$ cat config.mk
export PLATFORM = sky130hd
export DESIGN_NAME = uart_rx_fifo_flat
export DESIGN_NICKNAME = d
export VERILOG_FILES = /design/src/rtl/uart_rx_fifo_if.sv /design/src/rtl/uart_rx_fifo.sv /design/src/flat_wrapper.sv
export SDC_FILE = /design/constraint.sdc
export NUM_CORES = 1
export LEC_CHECK = 0
export BUFFER_PORTS_ARGS = -buffer_cell sky130_fd_sc_hd__buf_2
export CAP_MARGIN = 20
export CORE_UTILIZATION = 52
export DETAILED_ROUTE_END_ITERATION = 10
export PLACE_DENSITY_LB_ADDON = 0.05
export SKIP_CTS_REPAIR_TIMING = 1
export SLEW_MARGIN = 20
export SYNTH_ARGS = -nofsm -noshare
export SYNTH_HDL_FRONTEND = slang
export SYNTH_SLANG_ARGS = --single-unit
export TNS_END_PERCENT = 30
$ cat constraint.sdc
create_clock -name clk -period 3.87 [get_ports clk]
set_input_delay 0 -clock clk [delete_from_list [all_inputs] [get_ports clk]]
set_output_delay 0 -clock clk [all_outputs]
set_load 0.01 [all_outputs]
$ cat src/rtl/uart_rx_fifo_if.sv
// Handshake bundle between the UART receiver, the receive FIFO and the host side.
// The master modport is the environment; the slave modport is the FIFO itself.
interface uart_rx_fifo_if #(
    parameter int PAYLOAD_BITS = 8,
    parameter int DEPTH        = 16
);
    logic [PAYLOAD_BITS-1:0]    wr_data;
    logic                       wr_valid;
    logic                       wr_break;
    logic [PAYLOAD_BITS-1:0]    rd_data;
    logic                       rd_break;
    logic                       rd_valid;
    logic                       rd_ready;
    logic [$clog2(DEPTH):0]     level;
    logic                       almost_full;
    logic                       overflow;
    logic                       clr_overflow;
    logic                       flush;

    modport master (
        output wr_data, wr_valid, wr_break, rd_ready, clr_overflow, flush,
        input  rd_data, rd_break, rd_valid, level, almost_full, overflow
    );

    modport slave (
        input  wr_data, wr_valid, wr_break, rd_ready, clr_overflow, flush,
        output rd_data, rd_break, rd_valid, level, almost_full, overflow
    );
endinterface

$ cat src/rtl/uart_rx_fifo.sv
// Receive FIFO behind the UART receiver: stores {break, data} per strobe and
// presents the oldest entry show-ahead, with level, almost-full and sticky overflow.
module uart_rx_fifo #(
    parameter int PAYLOAD_BITS = 8,
    parameter int DEPTH        = 16,
    parameter int AFULL_LEVEL  = 12
) (
    input  logic           clk,
    input  logic           resetn,
    uart_rx_fifo_if.slave  bus
);
    localparam int PTR_W = $clog2(DEPTH);
    localparam int LVL_W = PTR_W + 1;

    logic [PAYLOAD_BITS:0]   mem [DEPTH];
    logic [PTR_W-1:0]        wr_ptr_reg;
    logic [PTR_W-1:0]        rd_ptr_reg;
    logic [LVL_W-1:0]        level_reg;
    logic                    overflow_reg;

    logic                    rd_valid;
    logic                    full;
    logic                    pop;
    logic                    push;
    logic                    drop;
    logic [PAYLOAD_BITS:0]   head;

    assign rd_valid = (level_reg != '0);
    assign full     = (level_reg == LVL_W'(DEPTH));

    // Flush swallows any same-cycle read or write, so neither moves a pointer
    // nor counts as a dropped byte.
    assign pop  = rd_valid && bus.rd_ready && !bus.flush;
    assign push = bus.wr_valid && (!full || pop) && !bus.flush;
    assign drop = bus.wr_valid && full && !pop && !bus.flush;

    // Storage is left unreset; the read side is gated by rd_valid instead.
    always_ff @(posedge clk) begin
        if (push)
            mem[wr_ptr_reg] <= {bus.wr_break, bus.wr_data};
    end

    always_ff @(posedge clk or negedge resetn) begin
        if (!resetn) begin
            wr_ptr_reg   <= '0;
            rd_ptr_reg   <= '0;
            level_reg    <= '0;
            overflow_reg <= 1'b0;
        end else begin
            if (bus.flush) begin
                wr_ptr_reg <= '0;
                rd_ptr_reg <= '0;
                level_reg  <= '0;
            end else begin
                if (push)
                    wr_ptr_reg <= wr_ptr_reg + PTR_W'(1);
                if (pop)
                    rd_ptr_reg <= rd_ptr_reg + PTR_W'(1);
                if (push && !pop)
                    level_reg <= level_reg + LVL_W'(1);
                else if (pop && !push)
                    level_reg <= level_reg - LVL_W'(1);
            end
            // A drop in the same cycle as a clear leaves the flag set.
            if (drop)
                overflow_reg <= 1'b1;
            else if (bus.clr_overflow)
                overflow_reg <= 1'b0;
        end
    end

    assign head            = mem[rd_ptr_reg];
    assign bus.rd_valid    = rd_valid;
    assign bus.rd_data     = rd_valid ? head[PAYLOAD_BITS-1:0] : '0;
    assign bus.rd_break    = rd_valid ? head[PAYLOAD_BITS] : 1'b0;
    assign bus.level       = level_reg;
    assign bus.almost_full = (level_reg >= LVL_W'(AFULL_LEVEL));
    assign bus.overflow    = overflow_reg;
endmodule

$ cat src/flat_wrapper.sv
// flat-port wrapper written by rule: the top's interface ports become plain ports
module uart_rx_fifo_flat 
#(
    parameter int PAYLOAD_BITS = 8,
    parameter int DEPTH        = 16,
    parameter int AFULL_LEVEL  = 12
)
  (clk, resetn, bus_wr_data, bus_wr_valid, bus_wr_break, bus_rd_ready, bus_clr_overflow, bus_flush, bus_rd_data, bus_rd_break, bus_rd_valid, bus_level, bus_almost_full, bus_overflow);
  uart_rx_fifo_if #(.PAYLOAD_BITS(PAYLOAD_BITS), .DEPTH(DEPTH)) bus_i ();
  input  logic clk;
  input  logic resetn;
  input wire logic [$bits(bus_i.wr_data)-1:0] bus_wr_data;
  input wire logic [$bits(bus_i.wr_valid)-1:0] bus_wr_valid;
  input wire logic [$bits(bus_i.wr_break)-1:0] bus_wr_break;
  input wire logic [$bits(bus_i.rd_ready)-1:0] bus_rd_ready;
  input wire logic [$bits(bus_i.clr_overflow)-1:0] bus_clr_overflow;
  input wire logic [$bits(bus_i.flush)-1:0] bus_flush;
  output wire logic [$bits(bus_i.rd_data)-1:0] bus_rd_data;
  output wire logic [$bits(bus_i.rd_break)-1:0] bus_rd_break;
  output wire logic [$bits(bus_i.rd_valid)-1:0] bus_rd_valid;
  output wire logic [$bits(bus_i.level)-1:0] bus_level;
  output wire logic [$bits(bus_i.almost_full)-1:0] bus_almost_full;
  output wire logic [$bits(bus_i.overflow)-1:0] bus_overflow;
  assign bus_i.wr_data = bus_wr_data;
  assign bus_i.wr_valid = bus_wr_valid;
  assign bus_i.wr_break = bus_wr_break;
  assign bus_i.rd_ready = bus_rd_ready;
  assign bus_i.clr_overflow = bus_clr_overflow;
  assign bus_i.flush = bus_flush;
  assign bus_rd_data = bus_i.rd_data;
  assign bus_rd_break = bus_i.rd_break;
  assign bus_rd_valid = bus_i.rd_valid;
  assign bus_level = bus_i.level;
  assign bus_almost_full = bus_i.almost_full;
  assign bus_overflow = bus_i.overflow;
  uart_rx_fifo #(.PAYLOAD_BITS(PAYLOAD_BITS), .DEPTH(DEPTH), .AFULL_LEVEL(AFULL_LEVEL)) u_core (.clk(clk), .resetn(resetn), .bus(bus_i));
endmodule
==> metrics.md <==
| Metric | Value |
|---|---|
| WS Path Type | flip-flop to flip-flop |
| Starting Density | 53.13% |
| Clock edge transition at the registers on the reported setup and hold paths | 0.06 ns |
| Nets@finish | 411 |
| Vias | 3278 |
| Final Power | 4.994 mW |
| Worst skew pair latency | 0.42 ns |
| Core Box Area | 0.01257 mm² |
| Synth Flop Type | edfxtp_1 |
| Max Clock Skew | 0.006628 ns |
| Die height | 115.3 µm |
| Worst slew pin tran | 1.031 ns |
| CTS tree | done |
| Tightest Hold Check Type | input port to asynchronous set/reset pin |
| Root Driver | clkbuf_16 |
| Post-DR vias/cell | 5.741 |
| Final period util | 91.02% |
| Clock buffer depth | 2 |
| CP Data Required Time | 4.16 ns |
| # clock sinks | 158 |
| Worst-case vdd ir drop | 0.0003656 V |
| Initial DRC count | 315 |
| Global Route Usage Sum | 21.79% |
| RSZ-0062 raised after global routing | false |
| Critical path data arrival time | 3.82 ns |
| Status | finished clean |
| Crit path time final | 3.523 ns |
| Die ar. | 0.01330 mm² |
| Cells after Synth | 331 |
| Worst setup SP type | flip-flop |
| Slew Viols, Final | 0 |
| Final HPWL DP | 7.983 mm |
| Ant diodes | 0 |
| Final setup viols | 0 |
| FMAX | 283.9 MHz |
| Syn Area/Cell | 20.17 µm² |
| R2r worst-path depth | 9 |
| First-pass detailed-route iteration total | 4 |
| Async SR Flop Fraction | 8.861% |
| Slew HR | 30.73% |
| Fraction of layout cells with a size suffix above 1 | 30.58% |
| Chip width | 115.3 µm |
| Area Overhead vs Synth | 16.23% |
| P_leak | 2.621 nW |
| EDFF count, synth | 144 |
| Rows | 41 |
| Gp weighted congestion | 0.7884 |
| Total negative slack | 0 ns |
| DR DRC count | 0 |
| Vias in the first global route | 3208 |
| Cell Area, Synth | 0.006678 mm² |
| CTS Buf Count | 17 |
| Max FFs per register | 144 |
| WL final | 13.33 mm |
| Max-cap viol count | 0 |
| FILL cells | 904 |
| Drt wl/cell | 23.35 µm |
| Crit Path Max Fanout | 10 |
| Antenna Nets Post-Route | 0 |
| Largest net degree at the start of global routing | 33 |
| Net Count, Synth | 356 |
| Total I/O pin count | 32 |
| First-pass GRT wire length | 19.51 mm |
| Port Buffers | 31 |
| Post-synthesis register bit count | 158 |
| Synth warn | 0 |
| GRT overflow | 0 |
| Power Dens Cells | 643.5 mW/mm² |
| H-tree levels | 4 |
| Synth cell types | 45 |
| Initial antenna violation count | 0 |
| Worst Setup End Kind | flip-flop |
| Post-synthesis sequential area ratio | 70.00% |
| Final hold vios | 0 |
==> stage by stage <==
step                      utilization [%]  hold WS [ns]  area, µm²  setup WS (ns)  cells
after global placement              56.21      -0.07968       7064          1.037    525
after global routing                61.75       0.07964       7761         0.1573    571
after CTS                           60.64       -0.5206       7621         0.9524    557
after floorplan                         -       -0.2956       6678         0.8459    331
final                               61.75       0.01677       7761         0.3473    571
after detailed placement            56.21      -0.07331       7064         0.9846    525
==> synth_stat cells (2+ instances only) <==
library cell,instances,share of area (%)
edfxtp_1,144,65
mux4_2,37,12
dfrtp_1,14,5.2
nor2_1,14,0.79
and2_1,10,0.94
ha_1,9,1.7
nor2b_4,9,1.9
inv_1,8,0.45
mux4_1,8,3.1
o211ai_1,6,0.67
xor2_1,6,0.79
buf_2,5,0.37
clkbuf_1,5,0.28
o21ai_1,5,0.37
nor4_1,4,0.37
a21oi_1,3,0.22
mux2i_1,3,0.45
nand2b_1,3,0.28
nand3_1,3,0.22
nand4b_1,3,0.39
nor2b_1,3,0.28
a21o_1,2,0.22
and3_1,2,0.19
buf_1,2,0.11
buf_12,2,0.60
nor3b_1,2,0.22
==> power breakdown <==
group	leakage [nW]	internal, mW	switching, mW
logic	0.869	0.684	0.670
registers	1.48	1.92	0.134
clock network	0.267	0.938	0.651
total	2.62	3.54	1.46
==> worst max-delay path, cell delays in order, from the launching register on <==
cell,delay (ns)
dfrtp_1,0.48
or4_1,0.75
nor2_2,0.17
o21ai_1,0.20
fa_1,0.47
a211o_1,0.33
o21a_1,0.14
o211ai_1,0.16
a31oi_1,0.11
dlygate4sd3_1,0.59
==> final timing paths <==
check,from,to,slack (ns)
setup reg to reg,u_core.bus.level[0],u_core.bus.level[4],0.35
hold reg to reg,u_core.bus.overflow,u_core.bus.overflow,0.53
setup / recovery,u_core.bus.level[0],u_core.bus.level[4],0.35
max in group asynchronous,resetn,u_core.rd_ptr_reg[0],3.57
hold / removal,resetn,u_core.bus.level[1],0.02
min in group clk,bus_rd_ready,u_core.rd_ptr_reg[2],0.02
==> cell families after synthesis <==
logic type | count (synthesis) | synth area share, %
buffers and inverters | 25 | 2.155
and+or+nand+nor | 58 | 6.221
muxes | 48 | 16.08
xor gates and xnor gates | 7 | 0.9181
DFF | 158 | 70.00
adders and majority gates | 10 | 1.986
AOI/OAI and AO/OA | 25 | 2.642
==> metal layers <==
| layer | global-route usage [%] | up-vias | wire length [µm] |
|---|---|---|---|
| met5 | 0 | - | 0 |
| met4 | 9.351 | 0 | 270 |
| met3 | 5.008 | 20 | 655 |
| met2 | 33.41 | 85 | 6489 |
| met1 | 30.30 | 1703 | 5917 |
| li1 | - | 1470 | - |
==> layout make-up <==
class                      instances  area, µm²  area share, %
inverter                           9      33.78         0.4353
tap                              172      215.2          2.773
clock inverter                    13      123.9          1.596
clock buffer                      19      432.9          5.578
timing repair buffer              52      360.3          4.643
sequential                       158       4676          60.25
multi-input combinational        148       1919          24.73
==> layout by cell type (no fill, tap or decap), types with 3 or more instances in the layout <==
| cell | instances |
|---|---|
| buf_4 | 6 |
| clkinvlp_4 | 3 |
| o211ai_1 | 6 |
| nand2b_1 | 3 |
| nor2_1 | 14 |
| ha_1 | 9 |
| inv_1 | 8 |
| edfxtp_1 | 144 |
| dlygate4sd3_1 | 14 |
| a21oi_1 | 3 |
| clkbuf_16 | 17 |
| nor2b_1 | 3 |
| nand3_1 | 3 |
| o21ai_1 | 5 |
| mux4_2 | 37 |
| nor4_4 | 5 |
| and2_1 | 10 |
| xor2_1 | 6 |
| mux4_1 | 8 |
| nand4b_1 | 3 |
| mux2i_1 | 3 |
| dfrtp_1 | 13 |
| buf_2 | 31 |
| nor2b_4 | 9 |
| clkinv_2 | 5 |
No activity file was read; power rests on OpenSTA's default activity.
